<file path="config.mk">
export PLATFORM = sky130hd
export DESIGN_NAME = ddr_refresh_sequencer_flat
export DESIGN_NICKNAME = d
export VERILOG_FILES = /design/src/rtl/ddr_refresh_sequencer_if.sv /design/src/rtl/ddr_refresh_sequencer.sv /design/src/flat_wrapper.sv
export SDC_FILE = /design/constraint.sdc
export NUM_CORES = 1
export LEC_CHECK = 0
export ABC_CLOCK_PERIOD_IN_PS = 2200
export BUFFER_PORTS_ARGS = -buffer_cell sky130_fd_sc_hd__buf_4
export CAP_MARGIN = 20
export CORE_MARGIN = 4
export CORE_UTILIZATION = 53
export DETAILED_ROUTE_END_ITERATION = 10
export HOLD_SLACK_MARGIN = 0.08
export PLACE_DENSITY = 0.77
export RECOVER_POWER = 25
export REMOVE_ABC_BUFFERS = 1
export SETUP_SLACK_MARGIN = 0.3
export SKIP_LAST_GASP = 1
export SYNTH_ARGS = -nofsm -noshare
export SYNTH_HDL_FRONTEND = slang
export SYNTH_SLANG_ARGS = --single-unit
export TNS_END_PERCENT = 20
</file>
<file path="constraint.sdc">
create_clock -name clk -period 2.2 [get_ports clk]
set_input_delay 0.22 -clock clk [delete_from_list [all_inputs] [get_ports clk]]
set_output_delay 0.22 -clock clk [all_outputs]
set_load 0.005 [all_outputs]
</file>
<file path="src/rtl/ddr_refresh_sequencer_if.sv">
// ---------------------------------------------------------------------------
// ddr_refresh_sequencer_if
//
// Groups the signals between the refresh sequencer and its neighbours.
//   Handshake with the refresh requester:
//     want, need        requester -> sequencer (refresh requested / urgent)
//     grant             sequencer -> requester (1-cycle pulse with REFRESH)
//   Command-bus side:
//     bus_idle          arbiter -> sequencer (no other owner/requester)
//     banks_open        bank tracker -> sequencer (some bank is open)
//     hold_rq, bus_own  sequencer -> other sequencers / arbiter
//     cmd_en, cmd_ras_n, cmd_cas_n, cmd_we_n, cmd_a10
//                       sequencer -> DDR3 command path
//
// Modports:
//   master : the environment (requester, arbiter, bank tracker)
//   slave  : the refresh sequencer itself
// ---------------------------------------------------------------------------
interface ddr_refresh_sequencer_if;
  logic want;
  logic need;
  logic grant;
  logic bus_idle;
  logic banks_open;
  logic hold_rq;
  logic bus_own;
  logic cmd_en;
  logic cmd_ras_n;
  logic cmd_cas_n;
  logic cmd_we_n;
  logic cmd_a10;

  modport master (
    output want,
    output need,
    output bus_idle,
    output banks_open,
    input  grant,
    input  hold_rq,
    input  bus_own,
    input  cmd_en,
    input  cmd_ras_n,
    input  cmd_cas_n,
    input  cmd_we_n,
    input  cmd_a10
  );

  modport slave (
    input  want,
    input  need,
    input  bus_idle,
    input  banks_open,
    output grant,
    output hold_rq,
    output bus_own,
    output cmd_en,
    output cmd_ras_n,
    output cmd_cas_n,
    output cmd_we_n,
    output cmd_a10
  );
endinterface

</file>
<file path="src/rtl/ddr_refresh_sequencer.sv">
// ---------------------------------------------------------------------------
// ddr_refresh_sequencer
//
// Refresh responder for the DDR3 controller. On a refresh request it waits
// for the command bus to go idle, takes ownership, issues PRECHARGE-ALL when
// any bank is open, waits tRP, issues AUTO-REFRESH (pulsing grant in the same
// cycle), waits tRFC and then releases the bus.
//
// Ports:
//   clk     controller clock, everything on the rising edge
//   mrst_n  synchronous active-low reset (aborts any sequence at once)
//   en      enable; 0 blocks new sequences, a running one still completes
//   trp     PRECHARGE-to-REFRESH wait in cycles (1..max)
//   trfc    REFRESH-to-release wait in cycles (2..max, smaller is clamped)
//   rq      ddr_refresh_sequencer_if.slave: want/need/grant handshake,
//           bus_idle/banks_open inputs, hold_rq/bus_own and the registered
//           DDR3 command outputs
//
// Optional feature (compile-time macro DDR_REFRESH_BURST_EN):
//   defined   - at the end of tRFC, if en && want && need, a further REFRESH
//               is issued immediately while keeping the bus.
//   undefined - every refresh returns to IDLE and re-arbitrates for the bus.
//
// All outputs are registered: each output value is set on the same edge that
// enters the state it belongs to.
// ---------------------------------------------------------------------------
module ddr_refresh_sequencer #(
  parameter int TRP_W  = 4,
  parameter int TRFC_W = 8
) (
  input  logic                 clk,
  input  logic                 mrst_n,
  input  logic                 en,
  input  logic [TRP_W-1:0]     trp,
  input  logic [TRFC_W-1:0]    trfc,
  ddr_refresh_sequencer_if.slave rq
);

  // One counter serves both waits, so it is sized for the wider of the two.
  localparam int CNT_W = (TRFC_W > TRP_W) ? TRFC_W : TRP_W;

  typedef enum logic [2:0] {
    S_IDLE     = 3'd0,
    S_WAIT_BUS = 3'd1,
    S_PRE      = 3'd2,
    S_TRP      = 3'd3,
    S_REF      = 3'd4,
    S_TRFC     = 3'd5
  } state_t;

  state_t            state_reg;
  logic [CNT_W-1:0]  cnt_reg;
  logic [CNT_W-1:0]  trp_load;
  logic [CNT_W-1:0]  trfc_load;

  // The counter is loaded with (wait - 1) on leaving PRE/REF and the wait
  // state exits on the edge where it reads 0, giving exactly `wait` cycles of
  // NOP. trp=0 is treated as 1 and trfc<2 as 2 so the load never wraps and a
  // requester dropping want 2 cycles after grant can never retrigger.
  always_comb begin
    trp_load  = '0;
    trfc_load = CNT_W'(1);
    if (trp != '0) begin
      trp_load = CNT_W'(trp) - CNT_W'(1);
    end
    if (trfc >= TRFC_W'(2)) begin
      trfc_load = CNT_W'(trfc) - CNT_W'(1);
    end
  end

  always_ff @(posedge clk) begin
    if (!mrst_n) begin
      state_reg    <= S_IDLE;
      cnt_reg      <= '0;
      rq.grant     <= 1'b0;
      rq.hold_rq   <= 1'b0;
      rq.bus_own   <= 1'b0;
      rq.cmd_en    <= 1'b0;
      rq.cmd_ras_n <= 1'b1;
      rq.cmd_cas_n <= 1'b1;
      rq.cmd_we_n  <= 1'b1;
      rq.cmd_a10   <= 1'b0;
    end else begin
      // Commands and grant are single-cycle: default every cycle to NOP and
      // let the transition into PRE/REF override.
      rq.grant     <= 1'b0;
      rq.cmd_en    <= 1'b0;
      rq.cmd_ras_n <= 1'b1;
      rq.cmd_cas_n <= 1'b1;
      rq.cmd_we_n  <= 1'b1;
      rq.cmd_a10   <= 1'b0;

      case (state_reg)
        S_IDLE: begin
          rq.hold_rq <= 1'b0;
          if (en && rq.want) begin
            state_reg <= S_WAIT_BUS;
          end
        end

        S_WAIT_BUS: begin
          // hold_rq tracks need while waiting; once the bus is taken it keeps
          // the value sampled here until the sequence releases the bus.
          rq.hold_rq <= rq.need;
          if (!rq.want || (!en && !rq.need)) begin
            // Requester withdrew, or disabled without urgency: give up.
            state_reg  <= S_IDLE;
            rq.hold_rq <= 1'b0;
          end else if (rq.bus_idle) begin
            rq.bus_own <= 1'b1;
            if (rq.banks_open) begin
              // PRECHARGE-ALL
              state_reg    <= S_PRE;
              rq.cmd_en    <= 1'b1;
              rq.cmd_ras_n <= 1'b0;
              rq.cmd_cas_n <= 1'b1;
              rq.cmd_we_n  <= 1'b0;
              rq.cmd_a10   <= 1'b1;
            end else begin
              // Banks already closed: straight to AUTO-REFRESH
              state_reg    <= S_REF;
              rq.cmd_en    <= 1'b1;
              rq.cmd_ras_n <= 1'b0;
              rq.cmd_cas_n <= 1'b0;
              rq.cmd_we_n  <= 1'b1;
              rq.grant     <= 1'b1;
            end
          end
        end

        S_PRE: begin
          state_reg <= S_TRP;
          cnt_reg   <= trp_load;
        end

        S_TRP: begin
          if (cnt_reg == '0) begin
            state_reg    <= S_REF;
            rq.cmd_en    <= 1'b1;
            rq.cmd_ras_n <= 1'b0;
            rq.cmd_cas_n <= 1'b0;
            rq.cmd_we_n  <= 1'b1;
            rq.grant     <= 1'b1;
          end else begin
            cnt_reg <= cnt_reg - CNT_W'(1);
          end
        end

        S_REF: begin
          state_reg <= S_TRFC;
          cnt_reg   <= trfc_load;
        end

        S_TRFC: begin
          if (cnt_reg == '0) begin
`ifdef DDR_REFRESH_BURST_EN
            if (en && rq.want && rq.need) begin
              // Backlog: refresh again without giving up the bus. Banks are
              // known closed because a REFRESH was just completed.
              state_reg    <= S_REF;
              rq.cmd_en    <= 1'b1;
              rq.cmd_ras_n <= 1'b0;
              rq.cmd_cas_n <= 1'b0;
              rq.cmd_we_n  <= 1'b1;
              rq.grant     <= 1'b1;
              rq.hold_rq   <= 1'b1;
            end else begin
              state_reg  <= S_IDLE;
              rq.bus_own <= 1'b0;
              rq.hold_rq <= 1'b0;
            end
`else
            state_reg  <= S_IDLE;
            rq.bus_own <= 1'b0;
            rq.hold_rq <= 1'b0;
`endif
          end else begin
            cnt_reg <= cnt_reg - CNT_W'(1);
          end
        end

        default: begin
          state_reg  <= S_IDLE;
          rq.bus_own <= 1'b0;
          rq.hold_rq <= 1'b0;
        end
      endcase
    end
  end

endmodule

</file>
<file path="src/flat_wrapper.sv">
// flat-port wrapper written by rule: the top's interface ports become plain ports
module ddr_refresh_sequencer_flat 
#(
  parameter int TRP_W  = 4,
  parameter int TRFC_W = 8
)
  (clk, mrst_n, en, trp, trfc, rq_want, rq_need, rq_bus_idle, rq_banks_open, rq_grant, rq_hold_rq, rq_bus_own, rq_cmd_en, rq_cmd_ras_n, rq_cmd_cas_n, rq_cmd_we_n, rq_cmd_a10);
  ddr_refresh_sequencer_if rq_i ();
  input  logic clk;
  input  logic mrst_n;
  input  logic en;
  input  logic [TRP_W-1:0] trp;
  input  logic [TRFC_W-1:0] trfc;
  input wire logic [$bits(rq_i.want)-1:0] rq_want;
  input wire logic [$bits(rq_i.need)-1:0] rq_need;
  input wire logic [$bits(rq_i.bus_idle)-1:0] rq_bus_idle;
  input wire logic [$bits(rq_i.banks_open)-1:0] rq_banks_open;
  output wire logic [$bits(rq_i.grant)-1:0] rq_grant;
  output wire logic [$bits(rq_i.hold_rq)-1:0] rq_hold_rq;
  output wire logic [$bits(rq_i.bus_own)-1:0] rq_bus_own;
  output wire logic [$bits(rq_i.cmd_en)-1:0] rq_cmd_en;
  output wire logic [$bits(rq_i.cmd_ras_n)-1:0] rq_cmd_ras_n;
  output wire logic [$bits(rq_i.cmd_cas_n)-1:0] rq_cmd_cas_n;
  output wire logic [$bits(rq_i.cmd_we_n)-1:0] rq_cmd_we_n;
  output wire logic [$bits(rq_i.cmd_a10)-1:0] rq_cmd_a10;
  assign rq_i.want = rq_want;
  assign rq_i.need = rq_need;
  assign rq_i.bus_idle = rq_bus_idle;
  assign rq_i.banks_open = rq_banks_open;
  assign rq_grant = rq_i.grant;
  assign rq_hold_rq = rq_i.hold_rq;
  assign rq_bus_own = rq_i.bus_own;
  assign rq_cmd_en = rq_i.cmd_en;
  assign rq_cmd_ras_n = rq_i.cmd_ras_n;
  assign rq_cmd_cas_n = rq_i.cmd_cas_n;
  assign rq_cmd_we_n = rq_i.cmd_we_n;
  assign rq_cmd_a10 = rq_i.cmd_a10;
  ddr_refresh_sequencer #(.TRP_W(TRP_W), .TRFC_W(TRFC_W)) u_core (.clk(clk), .mrst_n(mrst_n), .en(en), .trp(trp), .trfc(trfc), .rq(rq_i));
endmodule
</file>
==> impl_metrics.ini <==
[outcome]
status = completed

[worst_setup_path]
crit_chain = inv_1 -> ha_1 -> nor4b_2 -> a31oi_2 -> buf_4 -> and2_1 -> a32o_1
cp-endpoint = u_core.cnt_reg[4]
r2r-end = u_core.cnt_reg[4]
worst-r2r-cell-count = 7
rrSetupSlack_ns = 0.37
slowest_stage = dfxtp_1
cp-start-kind = flip-flop
crit_path_start = u_core.cnt_reg[1]
cp-end-kind = flip-flop
worst_ep_arrival_time_ns = 2.03
cpPeakStageDelay_ns = 0.35
crit_type = flip-flop to flip-flop
cp_max_fo = 11
r2r_start = u_core.cnt_reg[1]
crit_required_ns = 2.40

[sta]
rsz0062_at_grt = yes
fin_setup_tns_ns = 0
layout_min_cycle_time_ns = 1.83
setup_violations = 0
final_max_slew_viol_count = 0
worst_pin_slew_ns = 0.513
period_share_pct = 83.1
hold_viol_final = 0
fmax_mhz = 547
finClkSkew_ns = 0.00486
slew-limit-headroom_pct = 65.8

[yosys]
synth-main-ff-cell = dfxtp_1
yosys.area.top_type_share_pct = 30.2
syn_inst = 156
synth_area_um2 = 1260
yosys.area.top_type = dfxtp_1
ys_types = 48
synth.avg_cell_area_um2 = 8.07
synth.top_cells.by_count = dfxtp_1 (19), inv_1 (14), nand2_1 (11), o21ai_0 (11), a21oi_1 (9)
synth_edf_count = 0
yosysWarnings = 0
yosysSeqAreaShare_pct = 30.2
ys_top_cells_by_area = dfxtp_1 (30%), o21ai_0 (4.4%), inv_1 (4.2%)
synthMostInstantiatedCell = dfxtp_1
synthArstFlopShare_pct = 0
ys_ff_latch = 19

[routing]
drt_wl_total_um = 3310
vias = 1349
first_pass_iters = 4
drc = 0
drt_iter0_markers = 77
wl_per_cell_um = 15.5
vias_per_cell = 6.30
ant_nets = 0

[final_layout]
n_antenna_cell = 0
stdcell_count = 214
drive_above_1_share_pct = 23.7
largest_reg_flops = 8
syn_to_final_growth_pct = 23.1
design_area_um2 = 1550
nNetsFinal = 210

[clocking]
post_cts.repair.setup_buffers = 0
cts_tree = done
clk_pin_slew_ns = 0.10
root_buffer = clkbuf_4
cts_buffers = 3
h-tree-depth = 1
clock_path_buffers = 2
ctsResizeCount = 0
clock-sinks = 19
cts_hold_buf = 0
clock_latency_ns = 0.30

[floorplan]
dieHeight_um = 56.7
initial_core_util_pct = 56.4
core_area_um2 = 2230
io_pins = 27
die_w_um = 56.7
die_area_um2 = 3220
std_cell_rows = 17

[job]
max_cap_violations = 0

[placement]
hpwlAfterDp_um = 2620
placed_area_um2 = 1510
port-buffer-count = 26
place.gp.congestion = 0.985
placed_cells = 210

[grt]
grt_usage_pct = 21.5
grt_first_pass_wirelength_um = 5550
grt_max_degree = 14
antenna_found_initial = 0
grt.overflow.total = 0
grt_pass1_vias = 1248

[power]
power_mw = 0.668
power_density_nw_per_um2 = 431
peakVddDrop_mv = 0.520
leakage_nw = 0.655

[hold_path]
hold_path_class = primary input to flip-flop
[how the worst min path moves through the flow]
stage | start | end | slack (ns) | cells past startpoint
2_1_floorplan | mrst_n | u_core.state_reg[2] | 0.34 | 1
3_3_place_gp | u_core.rq.hold_rq | u_core.rq.hold_rq | 0.47 | 2
3_5_place_dp | u_core.rq.bus_own | u_core.rq.bus_own | 0.48 | 2
4_1_cts | rq_need | u_core.rq.hold_rq | 0.17 | 3
5_1_grt | rq_need | u_core.rq.hold_rq | 0.18 | 3
6_report | rq_need | u_core.rq.hold_rq | 0.17 | 3
[cells by family (layout without fill, tap and decap cells)]
family	after synthesis	in the layout	synth area share (%)
DFF	19	19	30.2
adders and majority gates	4	4	3.98
buffers and inverters	20	50	6.26
muxes	1	1	0.895
and+or+nand+nor	55	55	25.7
AOI/OAI and AO/OA	51	51	28.7
xor gates and xnor gates	6	6	4.17
[cell type report]
cell class,instances,area (µm²)
sequential,19,382
timing repair buffer,32,240
clock buffer,3,22.5
multi-input combinational,117,812
clock inverter,1,5.00
tap,28,35.0
inverter,14,52.6
fill,208,684
[power breakdown]
part	switching, mW	internal (mW)
combinational	0.0691	0.0659
clock	0.104	0.0678
sequential	0.0101	0.351
[worst max-delay path: cells and delay by family (launching register included)]
family                   cells  cell delay [ns]
adder cells (fa/ha/maj)      1             0.17
AND/OR/NAND/NOR              2             0.47
buffers and inverters        2             0.35
flip-flops                   1             0.35
AO/OA/AOI/OAI                2             0.39
[placed cells by master (no fill, tap or decap), drive strengths merged, types with 3 or more instances in the layout]
| master | count |
|---|---|
| o31a | 4 |
| nand3 | 4 |
| nor2 | 7 |
| nor2b | 4 |
| inv | 14 |
| nor3 | 6 |
| buf | 26 |
| or3 | 3 |
| a221oi | 3 |
| dfxtp | 19 |
| xor2 | 5 |
| nor4 | 3 |
| ha | 4 |
| a21oi | 9 |
| o21ai | 11 |
| nand2 | 11 |
| clkbuf | 9 |
[routing by layer]
metal	wire length, µm	track usage [%]	vias up	share of wire [%]
li1	-	-	653	-
met1	1450	28.7	635	44
met2	1520	33.2	49	46
met3	267	5.29	12	8.1
met4	76	7.95	0	2.3
met5	0	0	-	0
[metrics by stage]
stage / utilization [%] / hold WS (ns) / setup WS (ns)
after global placement: 67.5 / 0.468 / 0.395
after detailed placement: 67.5 / 0.476 / 0.338
after CTS: 68.7 / 0.173 / 0.368
final: 69.4 / 0.174 / 0.372
after floorplan: - / 0.338 / 0.189
after global routing: 69.4 / 0.181 / 0.287
(Power assumes the default switching activity.)
